`src/rtl/regs_wb_arbiter_pkg.sv`:
```
// ---------------------------------------------------------------------------
// lc3b_pkg
//   Shared LC-3b types and constants used by the register-file write-back
//   arbiter, its scoreboard and anything else that talks to `regs`.
//
//   REG_W      register / data width
//   REG_AW     register index width
//   NREG       number of architectural registers
//   reg_idx_t  register index
//   word_t     register data word
//   wb_gnt_t   identity of a write-back requester (A = ALU/shift, B = load)
//   wb_req_t   destination index + data carried by one write-back
// ---------------------------------------------------------------------------
package lc3b_pkg;

   localparam int REG_W  = 16;
   localparam int REG_AW = 3;
   localparam int NREG   = 8;

   typedef logic [REG_AW-1:0] reg_idx_t;
   typedef logic [REG_W-1:0]  word_t;

   typedef enum logic {
      GNT_A = 1'b0,
      GNT_B = 1'b1
   } wb_gnt_t;

   typedef struct packed {
      reg_idx_t dr;
      word_t    data;
   } wb_req_t;

endpackage

```
`src/rtl/regs_wb_arbiter_if.sv`:
```
// ---------------------------------------------------------------------------
// regs_wb_arbiter_if
//   Bundles every non-clock signal of the write-back arbiter.
//
//   a_valid/a_dr/a_data/a_ready   requester A (ALU/shift) handshake
//   b_valid/b_dr/b_data/b_ready   requester B (memory load) handshake
//   iss_valid/iss_dr/iss_ready    issue-stage destination reservation
//   sr1/sr2 -> sr1_busy/sr2_busy  source-operand hazard lookups
//   busy                          full per-register scoreboard
//   ld_reg/dr/data                registered write port toward `regs`
//
//   modport slave  : the arbiter itself
//   modport master : requesters, issue logic and the register file
// ---------------------------------------------------------------------------
interface regs_wb_arbiter_if
   import lc3b_pkg::*;
#(
   parameter int DATA_W = REG_W,
   parameter int NREG   = lc3b_pkg::NREG,
   parameter int AW     = REG_AW
);

   logic              a_valid;
   logic [AW-1:0]     a_dr;
   logic [DATA_W-1:0] a_data;
   logic              a_ready;

   logic              b_valid;
   logic [AW-1:0]     b_dr;
   logic [DATA_W-1:0] b_data;
   logic              b_ready;

   logic              iss_valid;
   logic [AW-1:0]     iss_dr;
   logic              iss_ready;

   logic [AW-1:0]     sr1;
   logic [AW-1:0]     sr2;
   logic              sr1_busy;
   logic              sr2_busy;
   logic [NREG-1:0]   busy;

   logic              ld_reg;
   logic [AW-1:0]     dr;
   logic [DATA_W-1:0] data;

   modport slave (
      input  a_valid, a_dr, a_data,
      output a_ready,
      input  b_valid, b_dr, b_data,
      output b_ready,
      input  iss_valid, iss_dr,
      output iss_ready,
      input  sr1, sr2,
      output sr1_busy, sr2_busy, busy,
      output ld_reg, dr, data
   );

   modport master (
      output a_valid, a_dr, a_data,
      input  a_ready,
      output b_valid, b_dr, b_data,
      input  b_ready,
      output iss_valid, iss_dr,
      input  iss_ready,
      output sr1, sr2,
      input  sr1_busy, sr2_busy, busy,
      input  ld_reg, dr, data
   );

endinterface

```
`src/rtl/regs_wb_arbiter_scoreboard.sv`:
```
// ---------------------------------------------------------------------------
// regs_scoreboard
//   Per-register "write pending" bits for the LC-3b register file.
//
//   clk, rst          clock, asynchronous active-low reset
//   iss_valid/iss_dr  issue stage asks to reserve a destination
//   iss_ready         reservation accepted this cycle
//   ld_reg/wr_dr      registered write currently going into `regs`
//   sr1/sr2           source indices to look up
//   sr1_busy/sr2_busy source has a pending write (registered state only)
//   busy              full scoreboard vector
// ---------------------------------------------------------------------------
module regs_scoreboard #(
   parameter int NREG = 8,
   parameter int AW   = 3
) (
   input  logic            clk,
   input  logic            rst,
   input  logic            iss_valid,
   input  logic [AW-1:0]   iss_dr,
   output logic            iss_ready,
   input  logic            ld_reg,
   input  logic [AW-1:0]   wr_dr,
   input  logic [AW-1:0]   sr1,
   input  logic [AW-1:0]   sr2,
   output logic            sr1_busy,
   output logic            sr2_busy,
   output logic [NREG-1:0] busy
);

   logic [NREG-1:0] busy_q;
   logic [NREG-1:0] busy_d;
   logic            iss_fire;

   // A destination whose last pending write is retiring this very cycle can
   // be re-reserved now: the clear and the new set meet at the same edge.
   always_comb begin
      iss_ready = 1'b0;
      if (rst) begin
         iss_ready = !busy_q[iss_dr] || (ld_reg && (wr_dr == iss_dr));
      end
   end

   assign iss_fire = iss_valid && iss_ready;

   // NOTE: every combinational output gets a default before any branch, so
   // no path leaves it unassigned and no latch is inferred.
   always_comb begin
      busy_d = busy_q;
      if (ld_reg) begin
         busy_d[wr_dr] = 1'b0;
      end
      // Applied after the clear so a same-index set wins.
      if (iss_fire) begin
         busy_d[iss_dr] = 1'b1;
      end
   end

   // NOTE: sequential state uses non-blocking assignments so every flop
   // samples pre-edge values regardless of process ordering.
   // The busy vector is only NREG flops of control state, so it is reset
   // like any other control register rather than treated as a memory.
   always_ff @(posedge clk or negedge rst) begin
      if (!rst) begin
         busy_q <= '0;
      end else begin
         busy_q <= busy_d;
      end
   end

   // Hazard lookups look at registered state only; a write being granted
   // this cycle does not hide its destination yet.
   assign sr1_busy = busy_q[sr1];
   assign sr2_busy = busy_q[sr2];
   assign busy     = busy_q;

endmodule

```
`src/rtl/regs_wb_arbiter.sv`:
```
// ---------------------------------------------------------------------------
// regs_wb_arbiter
//   Shares the single write port of the LC-3b register file between the
//   ALU/shift path (A) and the memory-load path (B). Round-robin grant,
//   valid/ready handshake, one registered write stage toward `regs`, plus
//   a busy scoreboard so issue logic can stall on pending destinations.
//
//   clk  sole clock, rising edge
//   rst  asynchronous, active-low reset
//   bus  regs_wb_arbiter_if.slave: requester handshakes, issue reservation,
//        source hazard lookups, busy vector and the ld_reg/dr/data port
// ---------------------------------------------------------------------------
module regs_wb_arbiter
   import lc3b_pkg::*;
#(
   parameter int DATA_W = REG_W,
   parameter int NREG   = lc3b_pkg::NREG,
   parameter int AW     = REG_AW
) (
   input  logic              clk,
   input  logic              rst,
   regs_wb_arbiter_if.slave  bus
);

   wb_gnt_t           last_q;
   wb_gnt_t           last_d;
   logic              gnt_a;
   logic              gnt_b;

   logic [AW-1:0]     sel_dr;
   logic [DATA_W-1:0] sel_data;

   logic              ld_q;
   logic [AW-1:0]     dr_q;
   logic [DATA_W-1:0] data_q;

   // ---------------------------------------------------------------
   // Round-robin state: who won the most recent grant.
   // ---------------------------------------------------------------
   always_ff @(posedge clk or negedge rst) begin
      if (!rst) begin
         // B "went last" out of reset so A wins the first contention.
         last_q <= GNT_B;
      end else begin
         last_q <= last_d;
      end
   end

   // Grant is purely combinational; `regs` always accepts, so there is no
   // downstream backpressure to fold in. During reset nobody is granted.
   always_comb begin
      gnt_a  = 1'b0;
      gnt_b  = 1'b0;
      last_d = last_q;
      if (rst) begin
         if (bus.a_valid && (!bus.b_valid || (last_q == GNT_B))) begin
            gnt_a = 1'b1;
         end else if (bus.b_valid) begin
            gnt_b = 1'b1;
         end
      end
      if (gnt_a) begin
         last_d = GNT_A;
      end else if (gnt_b) begin
         last_d = GNT_B;
      end
   end

   assign bus.a_ready = gnt_a;
   assign bus.b_ready = gnt_b;

   // Write-stage input mux; only meaningful on a grant cycle.
   always_comb begin
      sel_dr   = bus.a_dr;
      sel_data = bus.a_data;
      if (gnt_b) begin
         sel_dr   = bus.b_dr;
         sel_data = bus.b_data;
      end
   end

   // ---------------------------------------------------------------
   // Registered write stage toward `regs`. Index/data hold when idle so
   // the port does not toggle needlessly; reset drops any pending write.
   // ---------------------------------------------------------------
   always_ff @(posedge clk or negedge rst) begin
      if (!rst) begin
         ld_q   <= 1'b0;
         dr_q   <= '0;
         data_q <= '0;
      end else begin
         ld_q <= gnt_a || gnt_b;
         if (gnt_a || gnt_b) begin
            dr_q   <= sel_dr;
            data_q <= sel_data;
         end
      end
   end

   assign bus.ld_reg = ld_q;
   assign bus.dr     = dr_q;
   assign bus.data   = data_q;

   // ---------------------------------------------------------------
   // Busy scoreboard, cleared by the write stage as it retires.
   // ---------------------------------------------------------------
   regs_scoreboard #(
      .NREG (NREG),
      .AW   (AW)
   ) u_scoreboard (
      .clk       (clk),
      .rst       (rst),
      .iss_valid (bus.iss_valid),
      .iss_dr    (bus.iss_dr),
      .iss_ready (bus.iss_ready),
      .ld_reg    (ld_q),
      .wr_dr     (dr_q),
      .sr1       (bus.sr1),
      .sr2       (bus.sr2),
      .sr1_busy  (bus.sr1_busy),
      .sr2_busy  (bus.sr2_busy),
      .busy      (bus.busy)
   );

endmodule

```
`src/flat_wrapper.sv`:
```
// flat-port wrapper written by rule: the top's interface ports become plain ports
module regs_wb_arbiter_flat import lc3b_pkg::*;
#(
   parameter int DATA_W = REG_W,
   parameter int NREG   = lc3b_pkg::NREG,
   parameter int AW     = REG_AW
)
  (clk, rst, bus_a_valid, bus_a_dr, bus_a_data, bus_a_ready, bus_b_valid, bus_b_dr, bus_b_data, bus_b_ready, bus_iss_valid, bus_iss_dr, bus_iss_ready, bus_sr1, bus_sr2, bus_sr1_busy, bus_sr2_busy, bus_busy, bus_ld_reg, bus_dr, bus_data);
  regs_wb_arbiter_if #(.DATA_W(DATA_W), .NREG(NREG), .AW(AW)) bus_i ();
  input  logic clk;
  input  logic rst;
  input wire logic [$bits(bus_i.a_valid)-1:0] bus_a_valid;
  input wire logic [$bits(bus_i.a_dr)-1:0] bus_a_dr;
  input wire logic [$bits(bus_i.a_data)-1:0] bus_a_data;
  output wire logic [$bits(bus_i.a_ready)-1:0] bus_a_ready;
  input wire logic [$bits(bus_i.b_valid)-1:0] bus_b_valid;
  input wire logic [$bits(bus_i.b_dr)-1:0] bus_b_dr;
  input wire logic [$bits(bus_i.b_data)-1:0] bus_b_data;
  output wire logic [$bits(bus_i.b_ready)-1:0] bus_b_ready;
  input wire logic [$bits(bus_i.iss_valid)-1:0] bus_iss_valid;
  input wire logic [$bits(bus_i.iss_dr)-1:0] bus_iss_dr;
  output wire logic [$bits(bus_i.iss_ready)-1:0] bus_iss_ready;
  input wire logic [$bits(bus_i.sr1)-1:0] bus_sr1;
  input wire logic [$bits(bus_i.sr2)-1:0] bus_sr2;
  output wire logic [$bits(bus_i.sr1_busy)-1:0] bus_sr1_busy;
  output wire logic [$bits(bus_i.sr2_busy)-1:0] bus_sr2_busy;
  output wire logic [$bits(bus_i.busy)-1:0] bus_busy;
  output wire logic [$bits(bus_i.ld_reg)-1:0] bus_ld_reg;
  output wire logic [$bits(bus_i.dr)-1:0] bus_dr;
  output wire logic [$bits(bus_i.data)-1:0] bus_data;
  assign bus_i.a_valid = bus_a_valid;
  assign bus_i.a_dr = bus_a_dr;
  assign bus_i.a_data = bus_a_data;
  assign bus_a_ready = bus_i.a_ready;
  assign bus_i.b_valid = bus_b_valid;
  assign bus_i.b_dr = bus_b_dr;
  assign bus_i.b_data = bus_b_data;
  assign bus_b_ready = bus_i.b_ready;
  assign bus_i.iss_valid = bus_iss_valid;
  assign bus_i.iss_dr = bus_iss_dr;
  assign bus_iss_ready = bus_i.iss_ready;
  assign bus_i.sr1 = bus_sr1;
  assign bus_i.sr2 = bus_sr2;
  assign bus_sr1_busy = bus_i.sr1_busy;
  assign bus_sr2_busy = bus_i.sr2_busy;
  assign bus_busy = bus_i.busy;
  assign bus_ld_reg = bus_i.ld_reg;
  assign bus_dr = bus_i.dr;
  assign bus_data = bus_i.data;
  regs_wb_arbiter #(.DATA_W(DATA_W), .NREG(NREG), .AW(AW)) u_core (.clk(clk), .rst(rst), .bus(bus_i));
endmodule
```
`config.mk`:
```
export PLATFORM = sky130hd
export DESIGN_NAME = regs_wb_arbiter_flat
export DESIGN_NICKNAME = d
export VERILOG_FILES = /design/src/rtl/regs_wb_arbiter_pkg.sv /design/src/rtl/regs_wb_arbiter_if.sv /design/src/rtl/regs_wb_arbiter_scoreboard.sv /design/src/rtl/regs_wb_arbiter.sv /design/src/flat_wrapper.sv
export SDC_FILE = /design/constraint.sdc
export NUM_CORES = 1
export LEC_CHECK = 0
export CORE_UTILIZATION = 39
export CTS_BUF_LIST = sky130_fd_sc_hd__clkbuf_16
export DETAILED_ROUTE_END_ITERATION = 8
export PLACE_DENSITY = 0.83
export SLEW_MARGIN = 20
export SYNTH_ARGS = -nofsm -noshare
export SYNTH_HDL_FRONTEND = slang
export SYNTH_SLANG_ARGS = --single-unit
```
`constraint.sdc`:
```
create_clock -name clk -period 1.7 [get_ports clk]
set_input_delay 0.34 -clock clk [delete_from_list [all_inputs] [get_ports clk]]
set_output_delay 0.34 -clock clk [all_outputs]
set_load 0.1 [all_outputs]
```
## Word level (Yosys, flattened, before mapping)

Index checks and enable logic that the tools add are counted.

- Bits in registers: 29
- Input port bits: 52
- Logic and storage cells: 48

- Reductions and logical operators: 11
- Equal/unequal tests: 1
- $lt $le $gt $ge: 6
- Mux-type cells: 22
- Bitwise logic cells: 3

Operator list:

| kind | number |
|---|---|
| $lt 3x4->1 const B | 4 |
| $mux 16 | 1 |
| $mux 8 | 2 |
| $mux 1 | 13 |
| $bmux 1 s3 | 3 |
| $and 8x8->8 | 1 |
| $not 8->8 | 1 |
| $or 8x8->8 | 1 |
| $demux 1 s3 | 2 |
| $ge 3x1->1 const B | 2 |
| $logic_and 1x1->1 | 5 |
| $eq 3x3->1 | 1 |
| $logic_or 1x1->1 | 3 |
| $mux 3 | 1 |
| $logic_not 1->1 | 2 |
| $reduce_bool 2->1 | 1 |

## Depth between registers and ports, before layout

Gate-level depths: netlist of run 1.

- Depth in word-level cells: 9
- Gate-level depth with buffers: 6
- Mapped depth without buffers: 4

## By module

From an unflattened synthesis of run 1, not the netlist that was laid out.

- Cell total of the unflattened synthesis: 189
- Area total of the unflattened synthesis: 1869.3 um2

By module, submodules not included:

| module | times used | cells each | sequential area each (um2) | area an instance (um2) |
|---|---|---|---|---|
| regs_wb_arbiter | 1 | 119 | 526.8 | 1171.1 |
| regs_scoreboard | 1 | 70 | 200.2 | 698.2 |

## Least setup slack after synthesis of run 1

Ideal clock, no wire load.

- Path type: flip-flop to output port
- Start point: register u_core.dr_q[1] (netlist: u_core.bus.dr[1])
- End point: output bus_iss_ready
- Path slack: -1619 ps
- Data arrival time: 2979 ps
- Cell stages (with the launch flop): 7
- Required time: 1360 ps
- Cells stage by stage: dfrtp_1 > buf_2 > xnor2_1 > and4_1 > buf_6 > o31ai_1 > nor2_1

- Word-level cells in the longest chain between the ends: 4

Ends and longest elaborated chain:

| what | line | source |
|---|---|---|
| start: declaration | regs_wb_arbiter.sv:34 | `logic [AW-1:0] dr_q;` |
| start signal: assignment | regs_wb_arbiter.sv:94 | `dr_q <= sel_dr;` |
| $eq 3x3->1 | regs_wb_arbiter_scoreboard.sv:40 | `iss_ready = !busy_q[iss_dr] \|\| (ld_reg && (wr_dr == iss_dr));` |
| $logic_and 1x1->1 | regs_wb_arbiter_scoreboard.sv:40 |  |
| $logic_or 1x1->1 | regs_wb_arbiter_scoreboard.sv:40 |  |
| $mux 1 | regs_wb_arbiter_scoreboard.sv:39 | `if (rst) begin` |
| end: declaration | flat_wrapper.sv:22 | `output wire logic [$bits(bus_i.iss_ready)-1:0] bus_iss_ready;` |

No other way between the ends.

## Worst setup path after layout of run 1

- Start point: register u_core.u_scoreboard.busy_q[3] (netlist: u_core.u_scoreboard.busy[3])
- End point: output bus_sr1_busy

- Word-level cells in the longest chain between the ends: 2

Ends and longest elaborated chain:

| what | line | source |
|---|---|---|
| start: declaration | regs_wb_arbiter_scoreboard.sv:31 | `logic [NREG-1:0] busy_q;` |
| start signal: assignment | regs_wb_arbiter_scoreboard.sv:67 | `busy_q <= busy_d;` |
| $bmux 1 s3 | regs_wb_arbiter_scoreboard.sv:73 | `assign sr1_busy = busy_q[sr1];` |
| $mux 1 (not written as such) | regs_wb_arbiter_scoreboard.sv:73 |  |
| end: declaration | flat_wrapper.sv:25 | `output wire logic [$bits(bus_i.sr1_busy)-1:0] bus_sr1_busy;` |

No other way between the ends. The select of a mux whose other input is x is not followed.

==> results.cfg, run 1 <==
[clocking]
clock_sinks = 29
tritoncts = built
htree_levels = 2
cts-root-buf = clkbuf_16
path_clk_slew_ns = 0.05
ctsHoldBuffers = 0
insertion_delay_ns = 0.28
clockBufferDepth = 2
cts_buffers = 5

[synthesis]
synth_largest_area_cell = dfrtp_1
synth_area_um2 = 1599
syn_nets = 204
synth_common_cells = 28 x dfrtp_1, 22 x inv_1, 19 x a222oi_1, 11 x nand2_1
yosysMostFrequentCell = dfrtp_1
synth_xor_xnor_area_share_pct = 1.643
synthFlopType = dfrtp_1
syn_avg_cell_area_um2 = 10.52
yosys-top-cells-area = dfrtp_1 44%, a222oi_1 12%, mux4_2 5.6%
synthAdderAreaFrac_pct = 0
synth_compound_area_share_pct = 23.32
yosys_warnings = 0
synth_mux_area_share_pct = 8.685
ys_seq_area_share_pct = 45.46
synthesis.instances = 152
synth_top_family_by_area = compound AO/OA/AOI/OAI gates
synth_edf_count = 0
ys_seq_elements = 29
ys_async_sr_fraction_pct = 100.0
synth_cell_types = 37
synth_top_area_share_pct = 43.82
yosys.area_share.simple_pct = 11.27

[cells_and_area]
final_nets = 323
fillers = 169
drive_gt1_share_pct = 42.65
diodes = 0
final_util_pct = 86.46
largest_register_ffs = 16
area_growth_pct = 105.4
final_cell_area_um2 = 3284

[worst_setup_path]
cp-start-kind = flip-flop
cp_slowest_stage_delay_ns = 0.49
arrival_ns = 1.71
crit_required_ns = 1.36
path_max_fanout = 4
rrSetupSlack_ns = 0.06
rr_worst_depth = 5
crit_path_start = u_core.u_scoreboard.busy[3]
rr_startpoint = u_core.last_q
end_kind = output pin
critical_path.top_delay_family = multiplexers
reg2reg_to = u_core.bus.data[12]
criticalPathCategory = reg2out
worst-path-stages = 3
critPathBufInv = 1
endpoint = bus_sr1_busy
crit_path_top_delay_cell = dfrtp_4
path_cells = mux4_2, mux2_4, buf_12

[pwr]
ir_drop_v = 0.001045
power.density_nw_per_um2 = 1594
leakage_uw = 0.001486
p_total_uw = 5234

[floorplan]
die_h_um = 66.03
ioPinCount = 85
num_rows = 22
design.die.area_um2 = 4360
die_w_um = 66.03
initial_core_util_pct = 42.09
fp.coreArea_um2 = 3799

[outcome]
status = finished with violations
violations = setup timing

[global_routing]
first_global_vias = 2037
grt_first_pass_wirelength_um = 10520
grt_overflow = 0
grt_max_degree = 19
grt_usage_pct = 34.44
antenna_found_initial = 0

[route]
wire_per_inst_um = 22.21
vias_per_cell = 5.991
ant_nets = 0
drc = 0
drtIter0Drc = 188
wl_um = 7107
via_count = 1917
drt_pass1_iterations = 7

[placement]
place_congestion = 0.9728
place_area_um2 = 3092
hpwl_um = 4725
io_buffers = 84
place_ws_ns = -0.5564

[timing]
fin_ws_ns = -0.3471
period_share_pct = 120.4
hold_viol_final = 0
fmax_mhz = 488.5
fin_skew_ns = 0.005627
rsz0062_at_grt = yes
whs_ns = 0.06756
setup_viol = 4
finalCriticalPeriod_ns = 2.047
slew_headroom_pct = 72.92
maxSlewViolCount = 0
worst_pin_slew_ns = 0.4062

[flow_run]
maxCapViolations = 0

[min_path]
hold_class = in2async
## stage by stage
step / setup TNS (ns) / cells
2_1_floorplan: -0.7622 / 152
3_3_place_gp: -4.229 / 309
3_5_place_dp: -6.902 / 309
4_1_cts: -0.9979 / 320
5_1_grt: -1.082 / 320
6_report: -1.014 / 320
## final cells by class
cell class	count	area, µm²	area share [%]
Timing Repair Buffer	125	1470	44.76
Multi-Input combinational cell	88	778.2	23.70
Sequential cell	29	754.5	22.97
Clock buffer	5	125.1	3.810
Inverter	22	82.58	2.514
Tap cell	48	60.06	1.829
Clock inverter	3	13.76	0.4190
## per-layer routing
layer  up-vias  global-route usage (%)  part of all wire (%)  routed length (µm)
met4         0                   17.55                   4.2                 296
li1        820                       -                     -                   -
met5         -                       0                     0                   0
met2       155                   62.37                    52                3707
met3        31                   12.24                    11                 755
met1       911                   34.21                    33                2346
## worst min-delay path by stage
| stage | endpoint | start | slack [ns] |
|---|---|---|---|
| global route | u_core.u_scoreboard.busy[3] | rst | 0.09 |
| global placement | u_core.last_q | u_core.last_q | 0.48 |
| floorplan | u_core.bus.data[0] | rst | 0.04 |
| finish | u_core.u_scoreboard.busy[5] | rst | 0.07 |
| detailed placement | u_core.last_q | u_core.last_q | 0.51 |
| CTS | u_core.u_scoreboard.busy[3] | rst | 0.25 |
## logic make-up (layout without fill, tap and decap cells)
logic type	Yosys count	in the layout
AND/OR/NAND/NOR	32	32
AO/OA/AOI/OAI	45	45
multiplexers	8	8
buffers and inverters	35	155
XOR/XNOR	3	3
flip-flops	29	29
## cells in the final DEF (no fill, tap or decap), drive strengths merged, types with 2 or more instances in the layout
cell	synthesis	layout
and3	3	3
clkbuf	6	6
nand3	2	2
mux4	4	4
nand4b	2	2
a222oi	19	19
dlygate4sd2	0	6
o21ai	10	10
clkdlybuf4s50	0	43
nand2	12	12
nand4	3	3
buf	7	74
mux2	4	4
xnor2	3	3
dfrtp	28	28
nor2	3	3
a32oi	5	5
inv	22	23
clkinv	0	2
a21oi	4	4
o31a	2	2
a31o	2	2
or3b	2	2
## where the power goes
group / switching (µW) / internal, µW
Combinational: 2000 / 1290
Sequential: 199 / 892
Clock: 323 / 530
## worst register-to-register path, delay by kind of cell (launching register included)
| kind | cells | cell delay [ns] |
|---|---|---|
| flip-flops | 1 | 0.58 |
| AO/OA/AOI/OAI | 2 | 0.50 |
| buffers and inverters | 3 | 0.41 |
## repair_timing
item                       in CTS  in global routing
pin swaps                       3                  5
gates resized for setup        17                  6
hold endpoints to repair        0                  0
buffers inserted                3                  1
setup endpoints to repair      13                  8
Power figures use the tool's default switching activity.
==> run 2, diff against run 1 <==
Settings changed: CORE_UTILIZATION 39 to 35, PLACE_DENSITY 0.83 to 0.79.
Clock period 1.7 ns to 1.8 ns, I/O delays scaled along.
==> results.cfg, run 2 (synthesized netlist as in run 1, its figures left out) <==
[cells_and_area]
final_nets = 318
largest_register_ffs = 16
drive_gt1_share_pct = 38.58
area_growth_pct = 102.3
final_common_cell = clkdlybuf4s50_1
diodes = 0
final_cell_area_um2 = 3234
layout_common_cells = 43 x clkdlybuf4s50_1, 36 x buf_4, 33 x buf_12, 24 x inv_1, 19 x a222oi_1

[route]
vias_per_cell = 5.555
drt_pass1_iterations = 8
wl_um = 5490
ant_nets = 0
wire_per_inst_um = 17.21
via_count = 1772
drtIter0Drc = 134
drc = 0

[clocking]
cts_buffers = 5
path_clk_slew_ns = 0.05
cts-root-buf = clkbuf_16
clockBufferDepth = 2
clock_sinks = 29
htree_levels = 2
tritoncts = built
insertion_delay_ns = 0.28

[worst_setup_path]
path_max_fanout = 5
end_kind = output pin
path_cells = mux4_2, mux2_4, buf_12
cp_slowest_stage_delay_ns = 0.51
arrival_ns = 1.73
crit_required_ns = 1.44
criticalPathCategory = reg2out
crit_path_top_delay_cell = dfrtp_4
cp-start-kind = flip-flop

[timing]
fin_ws_ns = -0.2879
hold_viol_final = 0
finalCriticalPeriod_ns = 2.088
fin_skew_ns = 0.006772
fmax_mhz = 479.0
rsz0062_at_grt = yes
period_share_pct = 116.0
setup_tns_ns = -0.8181
setup_viol = 3
worst_pin_slew_ns = 0.3578
maxSlewViolCount = 0
slew_headroom_pct = 76.14

[pwr]
power.density_nw_per_um2 = 1471
ir_drop_v = 0.0009105
p_total_uw = 4758
leakage_uw = 0.001474

[min_path]
hold_class = in2async

[global_routing]
grt_first_pass_wirelength_um = 8680
grt_usage_pct = 23.49
antenna_found_initial = 0
first_global_vias = 1819
grt_max_degree = 21
grt_overflow = 0

[outcome]
status = finished with violations
violations = setup timing

[floorplan]
fp.coreArea_um2 = 4384
num_rows = 24
die_h_um = 69.59
die_w_um = 69.59
initial_core_util_pct = 36.47
ioPinCount = 85
design.die.area_um2 = 4843

[placement]
place_ws_ns = -0.4574
io_buffers = 84
place_area_um2 = 3074
place_congestion = 0.9310
hpwl_um = 4307

[flow_run]
maxCapViolations = 0
==> run 2: critical path, delay by kind of cell, from the launching register on <==
kind | cells | cell delay (ns)
mux | 2 | 0.78
buf+inv | 1 | 0.17
flops | 1 | 0.51
==> run 2: final cells by class <==
| class | instances | area (µm²) |
|---|---|---|
| Fill cell | 278 | 1150 |
| Inverter | 22 | 82.58 |
| Timing Repair Buffer | 120 | 1439 |
| Sequential cell | 29 | 754.5 |
| Clock buffer | 5 | 125.1 |
| Clock inverter | 3 | 12.51 |
| Multi-Input combinational cell | 88 | 755.7 |
| Tap cell | 52 | 65.06 |
==> run 2: what timing repair did <==
item / 4_1_cts / 5_1_grt
setup buffers: 1 / 0
resized for setup: 9 / 2
pin swaps: 2 / 4
hold endpoints to repair: 0 / 0
hold buffers: 0 / 0
endpoints found under the setup margin: 5 / 9
==> run 2: power by group <==
| part | internal (µW) | switching, µW |
|---|---|---|
| sequential | 843 | 247 |
| combinational | 1140 | 1760 |
| clock | 497 | 273 |
| total | 2480 | 2280 |
==> run 2: final timing paths <==
kind                       slack [ns]                         from  depth (start not counted)                          end
max                             -0.29  u_core.u_scoreboard.busy[3]                          3                 bus_sr2_busy
min                              0.23                          rst                          2  u_core.u_scoreboard.busy[6]
max reg2reg                      0.13                u_core.last_q                          6           u_core.bus.data[9]
min reg2reg                      0.50                u_core.last_q                          2                u_core.last_q
max in group asynchronous        1.24                          rst                          3                u_core.last_q
min in group clk                 0.41                  bus_b_valid                          3                u_core.last_q
==> run 2: through the flow <==
step | hold slack (ns) | util [%] | instances
4_1_cts | 0.2162 | 73.66 | 319
3_5_place_dp | 0.5039 | 70.12 | 310
6_report | 0.2271 | 73.77 | 319
2_1_floorplan | 0.06441 | - | 152
3_3_place_gp | 0.4885 | 70.12 | 310
5_1_grt | 0.2306 | 73.77 | 319
==> run 2: metal layers <==
metal  vias to the layer above  global-route usage [%]  share of wire (%)
met5                         -                       0                  0
met4                         0                   8.844                2.3
met3                        12                   9.593                 11
met2                       110                   39.05                 50
met1                       840                   27.01                 37
li1                        810                       -                  -
==> run 3, diff against run 2 <==
Clock period 1.8 ns to 1.9 ns, I/O delays scaled along.
==> results.cfg, run 3 (synthesized netlist as in run 1, its figures left out) <==
[worst_setup_path]
rr_startpoint = u_core.u_scoreboard.busy[3]
crit_path_start = u_core.u_scoreboard.busy[3]
criticalPathCategory = reg2out
arrival_ns = 1.72
crit_required_ns = 1.52
cp-start-kind = flip-flop
rrSetupSlack_ns = 0.10
path_max_fanout = 4
end_kind = output pin

[route]
via_count = 1847
ant_nets = 0
vias_per_cell = 5.736
wire_per_inst_um = 18.19
drt_pass1_iterations = 6
drc = 0
drtIter0Drc = 182
wl_um = 5857

[timing]
worst_pin_slew_ns = 0.3949
hold_viol_final = 0
period_share_pct = 110.5
fin_skew_ns = 0.006181
maxSlewViolCount = 0
fmax_mhz = 476.3
slew_headroom_pct = 73.68
setup_viol = 3
finalCriticalPeriod_ns = 2.100
rsz0062_at_grt = yes
fin_ws_ns = -0.1996
setup_tns_ns = -0.5006

[cells_and_area]
fillers = 283
seqCellArea_um2 = 754.5
diodes = 0
multi_input_area_um2 = 795.8
final_cell_area_um2 = 3161
final_common_cell = buf_4
area_growth_pct = 97.65
largest_register_ffs = 16
layout_common_cells = 52 x buf_4, 43 x clkdlybuf4s50_1, 22 x inv_1, 20 x buf_12, 19 x a222oi_1
final_nets = 321
drive_gt1_share_pct = 42.96

[clocking]
htree_levels = 2
cts_buffers = 5
clock_sinks = 29
ctsHoldBuffers = 0
tritoncts = built
clockBufferDepth = 2
cts-root-buf = clkbuf_16
insertion_delay_ns = 0.28
path_clk_slew_ns = 0.05

[global_routing]
grt_overflow = 0
grt.met1_usage_pct = 28.21
grt_max_degree = 18
first_global_vias = 1796
grt_first_pass_wirelength_um = 9197
antenna_found_initial = 0
grt_use_met2_pct = 42.83
grt_usage_pct = 25.20
grt_use_met3_pct = 9.448
busiest_layer = met2

[placement]
place_area_um2 = 2867
place_congestion = 0.8620
hpwl_um = 4041
io_buffers = 84

[pwr]
p_total_uw = 4638
ir_drop_v = 0.0009513
power.density_nw_per_um2 = 1467
leakage_uw = 0.001440

[floorplan]
initial_core_util_pct = 36.47
fp.coreArea_um2 = 4384
die_w_um = 69.59
design.die.area_um2 = 4843
num_rows = 24
die_h_um = 69.59
ioPinCount = 85

[outcome]
status = finished with violations
violations = setup timing

[min_path]
hold_class = in2async

[flow_run]
maxCapViolations = 0
-- run 3: final cells by class --
class / instances / share of cell area [%]
tap: 52 / 2.059
inverter: 22 / 2.613
timing repair buffer: 123 / 40.86
sequential: 29 / 23.87
clock buffer: 5 / 3.959
clock inverter: 3 / 1.465
multi-input combinational: 88 / 25.18
-- run 3: worst paths after layout --
check                                         endpoint  cells after the start
setup / recovery                          bus_sr1_busy                      3
hold / removal                           u_core.last_q                      2
setup reg to reg           u_core.u_scoreboard.busy[7]                      9
hold reg to reg                     u_core.bus.data[6]                      2
max in group asynchronous  u_core.u_scoreboard.busy[3]                      3
min in group clk                    u_core.bus.data[6]                      2
-- run 3: repair_timing --
action                     in CTS  in global routing
resized for setup              17                  7
gates cloned                    0                  0
setup buffers                  11                  1
pin swaps                       5                  2
setup endpoints to repair       5                 10
-- run 3: critical path, cell delays in order (launching register included) --
cell and delay [ns]:
dfrtp_4 0.50, mux4_2 0.48, mux2_4 0.30, buf_12 0.17
-- run 3: routing by layer --
layer  vias to the layer above  share of wire [%]
met1                       893                 35
met4                         0                3.2
met5                         -                  0
li1                        814                  -
met2                       118                 52
met3                        22                9.6
-- run 3: where the power goes --
group          leakage [µW]  switching (µW)  internal, µW
clock             0.0000800             290           619
combinational       0.00102            1720          1020
sequential         0.000340             194           798
-- run 3: metrics by stage --
| stage | std cells | util, % | hold slack (ns) | worst slack [ns] |
|---|---|---|---|---|
| 2_1_floorplan | 152 | - | 0.08441 | -0.2827 |
| 3_5_place_dp | 304 | 65.38 | 0.5022 | -0.4073 |
| 4_1_cts | 323 | 71.80 | 0.4571 | -0.2047 |
| 3_3_place_gp | 304 | 65.38 | 0.4774 | -0.3738 |
| 5_1_grt | 322 | 72.09 | 0.5009 | -0.2259 |
| 6_report | 322 | 72.09 | 0.4939 | -0.1996 |
